$ cat src/rtl/chip_seq_pkg.sv
// Shared types and constants for the chip test sequencer: FSM state encoding,
// select width, default parameter values and the slot one-hot helper.
package chip_seq_pkg;

  localparam int SEL_W              = 4;
  localparam int DEF_NUM_CHIPS      = 8;
  localparam int DEF_TIMEOUT_CYCLES = 1024;

  typedef enum logic [2:0] {
    ST_IDLE    = 3'd0,
    ST_LAUNCH  = 3'd1,
    ST_WAIT    = 3'd2,
    ST_CAPTURE = 3'd3,
    ST_SHOW    = 3'd4,
    ST_RELEASE = 3'd5,
    ST_TIMEOUT = 3'd6
  } seq_state_e;

  // One-hot of a slot index at the widest legal slot count; callers truncate.
  function automatic logic [15:0] sel_onehot(input logic [SEL_W-1:0] sel);
    return 16'h0001 << sel;
  endfunction

endpackage

$ cat src/rtl/chip_test_sequencer_if.sv
// Bundle between the sequencer, the operator buttons and the chip tester slots.
// master: the user/tester side; slave: the sequencer.
interface chip_test_sequencer_if import chip_seq_pkg::*; #(
  parameter int NUM_CHIPS = DEF_NUM_CHIPS
);

  logic                 Start;
  logic                 Ack;
  logic [SEL_W-1:0]     Sel;
  logic [NUM_CHIPS-1:0] Done_vec;
  logic [NUM_CHIPS-1:0] RSLT_vec;
  logic [NUM_CHIPS-1:0] Run_vec;
  logic [NUM_CHIPS-1:0] DISP_RSLT_vec;
  logic                 Busy;
  logic                 Pass;
  logic                 Fail;
  logic                 Timeout;
  logic                 SelErr;
  logic [SEL_W-1:0]     Active_sel;

  modport master (
    output Start, Ack, Sel, Done_vec, RSLT_vec,
    input  Run_vec, DISP_RSLT_vec, Busy, Pass, Fail, Timeout, SelErr, Active_sel
  );

  modport slave (
    input  Start, Ack, Sel, Done_vec, RSLT_vec,
    output Run_vec, DISP_RSLT_vec, Busy, Pass, Fail, Timeout, SelErr, Active_sel
  );

endinterface

$ cat src/rtl/chip_seq_edge.sv
// Rising-edge detector for a level button: the history bit is registered with
// synchronous reset, so a level already high when reset lifts counts as an edge.
module chip_seq_edge (
  input  logic clk_i,
  input  logic rst_i,
  input  logic sig_i,
  output logic rise_o
);

  logic prev_q;

  // Remember last cycle's level of the button.
  always_ff @(posedge clk_i) begin
    if (rst_i) begin
      prev_q <= 1'b0;
    end else begin
      prev_q <= sig_i;
    end
  end

  assign rise_o = sig_i & ~prev_q;

endmodule

$ cat src/rtl/chip_test_sequencer.sv
// Operator-driven sequencer that launches one chip tester, waits for its result
// and shows it on lamps. Define CHIP_SEQ_TIMEOUT_EN to bound the WAIT state.
module chip_test_sequencer import chip_seq_pkg::*; #(
  parameter int NUM_CHIPS      = DEF_NUM_CHIPS,
  parameter int TIMEOUT_CYCLES = DEF_TIMEOUT_CYCLES
) (
  input logic                  Clk,
  input logic                  Reset,
  chip_test_sequencer_if.slave bus
);

  if (NUM_CHIPS < 2 || NUM_CHIPS > 16 ||
      TIMEOUT_CYCLES < 2 || TIMEOUT_CYCLES > 65535) begin : g_bad_param
    $error("chip_test_sequencer: NUM_CHIPS or TIMEOUT_CYCLES out of range");
  end

  localparam logic [SEL_W:0] NUM_CHIPS_W = (SEL_W+1)'(NUM_CHIPS);

  seq_state_e           state_q, state_d;
  logic [SEL_W-1:0]     act_q, act_d;
  logic [NUM_CHIPS-1:0] run_q, run_d;
  logic [NUM_CHIPS-1:0] disp_q, disp_d;
  logic                 busy_q, busy_d;
  logic                 pass_q, pass_d;
  logic                 fail_q, fail_d;
  logic                 tmo_q, tmo_d;
  logic                 selerr_q, selerr_d;

  logic                 start_rise_s;
  logic                 ack_rise_s;
  logic                 sel_ok_s;
  logic                 done_sel_s;
  logic                 rslt_sel_s;
  logic [NUM_CHIPS-1:0] act_onehot_s;
  logic [NUM_CHIPS-1:0] act_onehot_d_s;

`ifdef CHIP_SEQ_TIMEOUT_EN
  localparam int             CNT_W    = 16;
  localparam logic [CNT_W-1:0] CNT_LAST = CNT_W'(TIMEOUT_CYCLES - 1);
  logic [CNT_W-1:0] cnt_q, cnt_d;
`endif

  chip_seq_edge u_start_edge (
    .clk_i  (Clk),
    .rst_i  (Reset),
    .sig_i  (bus.Start),
    .rise_o (start_rise_s)
  );

  chip_seq_edge u_ack_edge (
    .clk_i  (Clk),
    .rst_i  (Reset),
    .sig_i  (bus.Ack),
    .rise_o (ack_rise_s)
  );

  // Masking with the latched slot makes every other slot's Done/RSLT invisible.
  assign sel_ok_s       = ({1'b0, bus.Sel} < NUM_CHIPS_W);
  assign act_onehot_s   = NUM_CHIPS'(sel_onehot(act_q));
  assign act_onehot_d_s = NUM_CHIPS'(sel_onehot(act_d));
  assign done_sel_s     = |(bus.Done_vec & act_onehot_s);
  assign rslt_sel_s     = |(bus.RSLT_vec & act_onehot_s);

  // Next-state, latched select, lamps and the WAIT counter.
  always_comb begin
    state_d  = state_q;
    act_d    = act_q;
    pass_d   = pass_q;
    fail_d   = fail_q;
    tmo_d    = tmo_q;
    selerr_d = 1'b0;
`ifdef CHIP_SEQ_TIMEOUT_EN
    cnt_d    = cnt_q;
`endif
    case (state_q)
      ST_IDLE: begin
        if (start_rise_s && sel_ok_s) begin
          act_d   = bus.Sel;
          pass_d  = 1'b0;
          fail_d  = 1'b0;
          tmo_d   = 1'b0;
          state_d = ST_LAUNCH;
        end else if (start_rise_s) begin
          selerr_d = 1'b1;
        end else begin
          state_d = ST_IDLE;
        end
      end
      ST_LAUNCH: begin
`ifdef CHIP_SEQ_TIMEOUT_EN
        cnt_d   = {CNT_W{1'b0}};
`endif
        state_d = ST_WAIT;
      end
      ST_WAIT: begin
        // Done seen in the last counted cycle still wins over the timeout.
        if (done_sel_s) begin
          state_d = ST_CAPTURE;
`ifdef CHIP_SEQ_TIMEOUT_EN
        end else if (cnt_q == CNT_LAST) begin
          tmo_d   = 1'b1;
          state_d = ST_TIMEOUT;
        end else begin
          cnt_d   = cnt_q + CNT_W'(1);
        end
`else
        end else begin
          state_d = ST_WAIT;
        end
`endif
      end
      ST_CAPTURE: begin
        pass_d  = rslt_sel_s;
        fail_d  = ~rslt_sel_s;
        state_d = ST_SHOW;
      end
      ST_SHOW: begin
        if (ack_rise_s) begin
          state_d = ST_RELEASE;
        end else begin
          state_d = ST_SHOW;
        end
      end
      ST_RELEASE: begin
        state_d = ST_IDLE;
      end
`ifdef CHIP_SEQ_TIMEOUT_EN
      ST_TIMEOUT: begin
        if (ack_rise_s) begin
          state_d = ST_IDLE;
        end else begin
          state_d = ST_TIMEOUT;
        end
      end
`endif
      default: begin
        state_d = ST_IDLE;
      end
    endcase
  end

  // Strobes and Busy are derived from the upcoming state so they register in step with it.
  always_comb begin
    run_d  = {NUM_CHIPS{1'b0}};
    disp_d = {NUM_CHIPS{1'b0}};
    if (state_d == ST_LAUNCH) begin
      run_d = act_onehot_d_s;
    end else begin
      run_d = {NUM_CHIPS{1'b0}};
    end
    if (state_d == ST_RELEASE) begin
      disp_d = act_onehot_d_s;
`ifdef CHIP_SEQ_TIMEOUT_EN
    end else if (state_d == ST_TIMEOUT && state_q != ST_TIMEOUT) begin
      disp_d = act_onehot_d_s;
`endif
    end else begin
      disp_d = {NUM_CHIPS{1'b0}};
    end
    busy_d = (state_d != ST_IDLE) && (state_d != ST_SHOW);
  end

  // State and output registers.
  always_ff @(posedge Clk) begin
    if (Reset) begin
      state_q  <= ST_IDLE;
      act_q    <= {SEL_W{1'b0}};
      run_q    <= {NUM_CHIPS{1'b0}};
      disp_q   <= {NUM_CHIPS{1'b0}};
      busy_q   <= 1'b0;
      pass_q   <= 1'b0;
      fail_q   <= 1'b0;
      tmo_q    <= 1'b0;
      selerr_q <= 1'b0;
`ifdef CHIP_SEQ_TIMEOUT_EN
      cnt_q    <= {CNT_W{1'b0}};
`endif
    end else begin
      state_q  <= state_d;
      act_q    <= act_d;
      run_q    <= run_d;
      disp_q   <= disp_d;
      busy_q   <= busy_d;
      pass_q   <= pass_d;
      fail_q   <= fail_d;
      tmo_q    <= tmo_d;
      selerr_q <= selerr_d;
`ifdef CHIP_SEQ_TIMEOUT_EN
      cnt_q    <= cnt_d;
`endif
    end
  end

  assign bus.Run_vec       = run_q;
  assign bus.DISP_RSLT_vec = disp_q;
  assign bus.Busy          = busy_q;
  assign bus.Pass          = pass_q;
  assign bus.Fail          = fail_q;
  assign bus.Timeout       = tmo_q;
  assign bus.SelErr        = selerr_q;
  assign bus.Active_sel    = act_q;

endmodule

$ cat src/flat_wrapper.sv
// flat-port wrapper written by rule: the top's interface ports become plain ports
module chip_test_sequencer_flat import chip_seq_pkg::*;
#(
  parameter int NUM_CHIPS      = DEF_NUM_CHIPS,
  parameter int TIMEOUT_CYCLES = DEF_TIMEOUT_CYCLES
)
  (Clk, Reset, bus_Start, bus_Ack, bus_Sel, bus_Done_vec, bus_RSLT_vec, bus_Run_vec, bus_DISP_RSLT_vec, bus_Busy, bus_Pass, bus_Fail, bus_Timeout, bus_SelErr, bus_Active_sel);
  chip_test_sequencer_if #(.NUM_CHIPS(NUM_CHIPS)) bus_i ();
  input logic Clk;
  input logic Reset;
  input wire logic [$bits(bus_i.Start)-1:0] bus_Start;
  input wire logic [$bits(bus_i.Ack)-1:0] bus_Ack;
  input wire logic [$bits(bus_i.Sel)-1:0] bus_Sel;
  input wire logic [$bits(bus_i.Done_vec)-1:0] bus_Done_vec;
  input wire logic [$bits(bus_i.RSLT_vec)-1:0] bus_RSLT_vec;
  output wire logic [$bits(bus_i.Run_vec)-1:0] bus_Run_vec;
  output wire logic [$bits(bus_i.DISP_RSLT_vec)-1:0] bus_DISP_RSLT_vec;
  output wire logic [$bits(bus_i.Busy)-1:0] bus_Busy;
  output wire logic [$bits(bus_i.Pass)-1:0] bus_Pass;
  output wire logic [$bits(bus_i.Fail)-1:0] bus_Fail;
  output wire logic [$bits(bus_i.Timeout)-1:0] bus_Timeout;
  output wire logic [$bits(bus_i.SelErr)-1:0] bus_SelErr;
  output wire logic [$bits(bus_i.Active_sel)-1:0] bus_Active_sel;
  assign bus_i.Start = bus_Start;
  assign bus_i.Ack = bus_Ack;
  assign bus_i.Sel = bus_Sel;
  assign bus_i.Done_vec = bus_Done_vec;
  assign bus_i.RSLT_vec = bus_RSLT_vec;
  assign bus_Run_vec = bus_i.Run_vec;
  assign bus_DISP_RSLT_vec = bus_i.DISP_RSLT_vec;
  assign bus_Busy = bus_i.Busy;
  assign bus_Pass = bus_i.Pass;
  assign bus_Fail = bus_i.Fail;
  assign bus_Timeout = bus_i.Timeout;
  assign bus_SelErr = bus_i.SelErr;
  assign bus_Active_sel = bus_i.Active_sel;
  chip_test_sequencer #(.NUM_CHIPS(NUM_CHIPS), .TIMEOUT_CYCLES(TIMEOUT_CYCLES)) u_core (.Clk(Clk), .Reset(Reset), .bus(bus_i));
endmodule
$ cat config.mk
export PLATFORM = sky130hd
export DESIGN_NAME = chip_test_sequencer_flat
export DESIGN_NICKNAME = d
export VERILOG_FILES = /design/src/rtl/chip_seq_pkg.sv /design/src/rtl/chip_test_sequencer_if.sv /design/src/rtl/chip_seq_edge.sv /design/src/rtl/chip_test_sequencer.sv /design/src/flat_wrapper.sv
export SDC_FILE = /design/constraint.sdc
export NUM_CORES = 1
export LEC_CHECK = 0
export BUFFER_PORTS_ARGS = -buffer_cell sky130_fd_sc_hd__buf_4
export CAP_MARGIN = 25
export CORE_MARGIN = 1
export CORE_UTILIZATION = 45
export DETAILED_ROUTE_END_ITERATION = 8
export PLACE_DENSITY = 0.72
export SYNTH_ARGS = -nofsm -noshare
export SYNTH_HDL_FRONTEND = slang
export SYNTH_HIERARCHICAL = 1
export SYNTH_SLANG_ARGS = --single-unit
$ cat constraint.sdc
create_clock -name Clk -period 1.8 [get_ports Clk]
set_clock_uncertainty 0.2 [all_clocks]
set_input_delay 0.36 -clock Clk [delete_from_list [all_inputs] [get_ports Clk]]
set_output_delay 0.36 -clock Clk [all_outputs]
set_load 0.005 [all_outputs]
==> qor.txt <==
CTS tree: built
net switching fraction of the power: 0.302
# hold bufs at CTS: 0
Post-synth ARST share: 0
commonest register cell after synthesis: sky130_fd_sc_hd__dfxtp_1
endpoint required time on the critical path: 1.87 ns
Placement Setup Slack: -0.403 ns
detailed placer's ending HPWL: 3.02 mm
pwr dens: 594 nW/um^2
nets@finish: 253
via count: 1562
effective utilization at floorplan: 0.475
share of the synthesized area in the top cell type: 0.364
final count of hold timing violations: 0
Min Hold Slack: 0.0508 ns
post-synthesis instance area: 1600 um^2
GRT Residual Overflow: 0
Reg-to-Reg End: u_core/bus.Run_vec[0]$_SDFF_PP0_
setup TNS: -0.348 ns
Post-Synthesis Cells: 157
top library cells by usage in the layout, fill and taps aside: sky130_fd_sc_hd__buf_4, sky130_fd_sc_hd__dfxtp_1, sky130_fd_sc_hd__a21oi_2, sky130_fd_sc_hd__a21oi_1
proportion of power drawn by combinational gates: 0.251
synthesis-stage register bit count: 29
origin of the worst min-delay path: bus_Ack
DRC violation count after routing: 0
Worst IR Drop VDD: 471 uV
vias per cell: 5.66
failing checks: setup timing
Area after DPL: 2120 um^2
antenna violations before repair: 0
count of warnings emitted by yosys: 6
average cell area after synthesis: 10.2 um^2
Max-cap violations: 0
placer's final routability congestion estimate: 0.832
die width: 61.6 um
most frequent standard cell in the layout excluding fill and tap cells: sky130_fd_sc_hd__buf_4
TritonCTS Buffers: 5
Die Footprint: 3790 um^2
crit path launch: u_core/u_start_edge/prev_q$_SDFF_PP0_
CP Launch Type: register
Pint: 0.968 mW
kind of capture point of the worst setup path: register
count of antenna diodes in the layout: 0
reg2reg path depth: 7
number of failing setup endpoints in the final timing report: 12
peak-usage layer in the global routing report: met2
Clock Pin Slew Worst Setup and Hold Paths: 0.08 ns
Post-Place Cells: 266
DIE HEIGHT: 61.6 um
Final period util: 1.04
Synth cell types: 45
first-pass GRT wire length: 6.34 mm
overall track demand over capacity in global routing: 0.232
RSZ-0062 raised after global routing: yes
post-synth top area cell: sky130_fd_sc_hd__dfxtp_1
fin crit period: 1.87 ns
Crit path arrival time: 1.94 ns
CTS sink count: 29
top cells by area, synth: sky130_fd_sc_hd__dfxtp_1, sky130_fd_sc_hd__a21oi_2, sky130_fd_sc_hd__a21oi_1
first-pass iteration count of the detailed router: 4
Wirelength per Cell: 16.0 um
flop-to-flop setup slack: -0.07 ns
final standard cell utilization of the core: 0.693
Psw: 0.418 mW
number of non-filler instances in the completed layout: 276
Synth Net Count: 181
setup ws final: -0.0672 ns
number of I/O port buffers: 47
capture point of the critical path: u_core/bus.Run_vec[0]$_SDFF_PP0_
number of enable flip-flop cells after synthesis: 0
clock tree root buffer cell: sky130_fd_sc_hd__clkbuf_4
count of pins on the block boundary: 49
relative contribution of sequential cells to total power: 0.483
layout overhead on the synthesized area: 46.1%
Global Route met1 Usage: 0.254
GR Util met3: 0.0714
Total Wirelength: 4.42 mm
Filler cells: 281
number of max-slew violations in the final report: 0
remaining number of nets flagged by the antenna check after routing: 0
r2r startpoint: u_core/u_start_edge/prev_q$_SDFF_PP0_
maximum clock frequency: 536 MHz
share of final-layout standard cells stronger than drive strength 1: 0.604
share of total power in the clock network: 0.266
post-route total power: 1.39 mW
Core Rows: 21
Hold/Removal Path Class: in -> reg
cell area after layout: 2330 um^2
core box area: 3360 um^2
largest fanout on the critical path: 6
static leakage: 0.886 nW
violation count after the first detailed-routing iteration: 101
number of buffers on the longest clock path: 2
maximum number of pins on one net before global-route repair: 18
via count of the first global-routing pass: 1486
H-tree levels: 2
fraction of the yosys area taken by sequential cells: 0.364
Clock Latency Late Sink: 0.33 ns
outcome: finished, violations left
met2 capacity usage during global routing: 0.406
class of the most critical setup path: reg -> reg
## sequential cells by signal (all words and copies together) (netlist names)
register,cells
u_core/bus.Active_sel,4
u_core/bus.Busy,1
u_core/bus.DISP_RSLT_vec,8
u_core/bus.Fail,1
u_core/bus.Pass,1
u_core/bus.Run_vec,8
u_core/bus.SelErr,1
u_core/state_q,3
u_core/u_ack_edge/prev_q,1
u_core/u_start_edge/prev_q,1
## layout make-up
type | count | area, um^2 | area share
repair buffers | 77 | 602 | 0.258
inverters | 1 | 3.75 | 0.00161
clock buffers | 6 | 41.3 | 0.0177
clock inverters | 2 | 10.0 | 0.00429
well taps | 46 | 57.6 | 0.0247
flip-flops and latches | 29 | 591 | 0.253
multi-input cells | 115 | 1030 | 0.440
## power by group through the flow
| stage | logic (mW) | registers, mW | clock network, mW |
|---|---|---|---|
| after floorplan | 0.175 | 0.683 | 0 |
| after global placement | 0.287 | 0.684 | 0 |
| after detailed placement | 0.298 | 0.684 | 0 |
| after CTS | 0.319 | 0.670 | 0.375 |
| after global routing | 0.368 | 0.673 | 0.409 |
| final | 0.349 | 0.669 | 0.368 |
## worst max-delay path, cell delays in order, from the launching register on
cell	delay, ns
sky130_fd_sc_hd__dfxtp_2	0.33
sky130_fd_sc_hd__nor2b_4	0.10
sky130_fd_sc_hd__or3b_4	0.41
sky130_fd_sc_hd__buf_8	0.16
sky130_fd_sc_hd__nor4_4	0.16
sky130_fd_sc_hd__buf_4	0.18
sky130_fd_sc_hd__o2111ai_1	0.13
sky130_fd_sc_hd__a21oi_2	0.13
## cells in the mapped netlist (all sizes together) (2+ instances only)
cell	count
nand3	3
nor3	7
o2111ai	8
nor4	3
nand2b	5
buf	10
or3b	4
dfxtp	29
nor2	6
a21oi	30
o221ai	8
and3	2
mux2i	2
nand4b	2
nand3b	7
nor2b	4
nand2	5
a211oi	3
clkbuf	2
## cells by family after synthesis
logic type,synth area share
AOI/OAI and AO/OA,0.274
xor gates and xnor gates,0.00549
buffers and inverters,0.0627
DFF,0.364
muxes,0.0125
other,0.00235
and+or+nand+nor,0.280
## how the worst min path moves through the flow
stage | end | depth (start not counted)
finish | u_core/u_ack_edge/prev_q$_SDFF_PP0_ | 2
detailed placement | u_core/bus.Pass$_SDFFE_PP0P_ | 2
CTS | u_core/u_ack_edge/prev_q$_SDFF_PP0_ | 2
floorplan | u_core/u_ack_edge/prev_q$_SDFF_PP0_ | 1
global placement | u_core/bus.Pass$_SDFFE_PP0P_ | 2
global route | u_core/u_ack_edge/prev_q$_SDFF_PP0_ | 2
## metal layers
metal  routed length [um]  share of wire
met4                   95          0.022
met1                 1850           0.42
met2                 2200           0.50
met3                  277          0.063
met5                    0              0
## what timing repair did
action | 4_1_cts | 5_1_grt
gates resized for setup | 9 | 25
setup buffers | 1 | 1
setup endpoints to repair | 17 | 18
pin swaps | 5 | 5
cloned | 0 | 0
No activity file was read; power rests on OpenSTA's default activity.
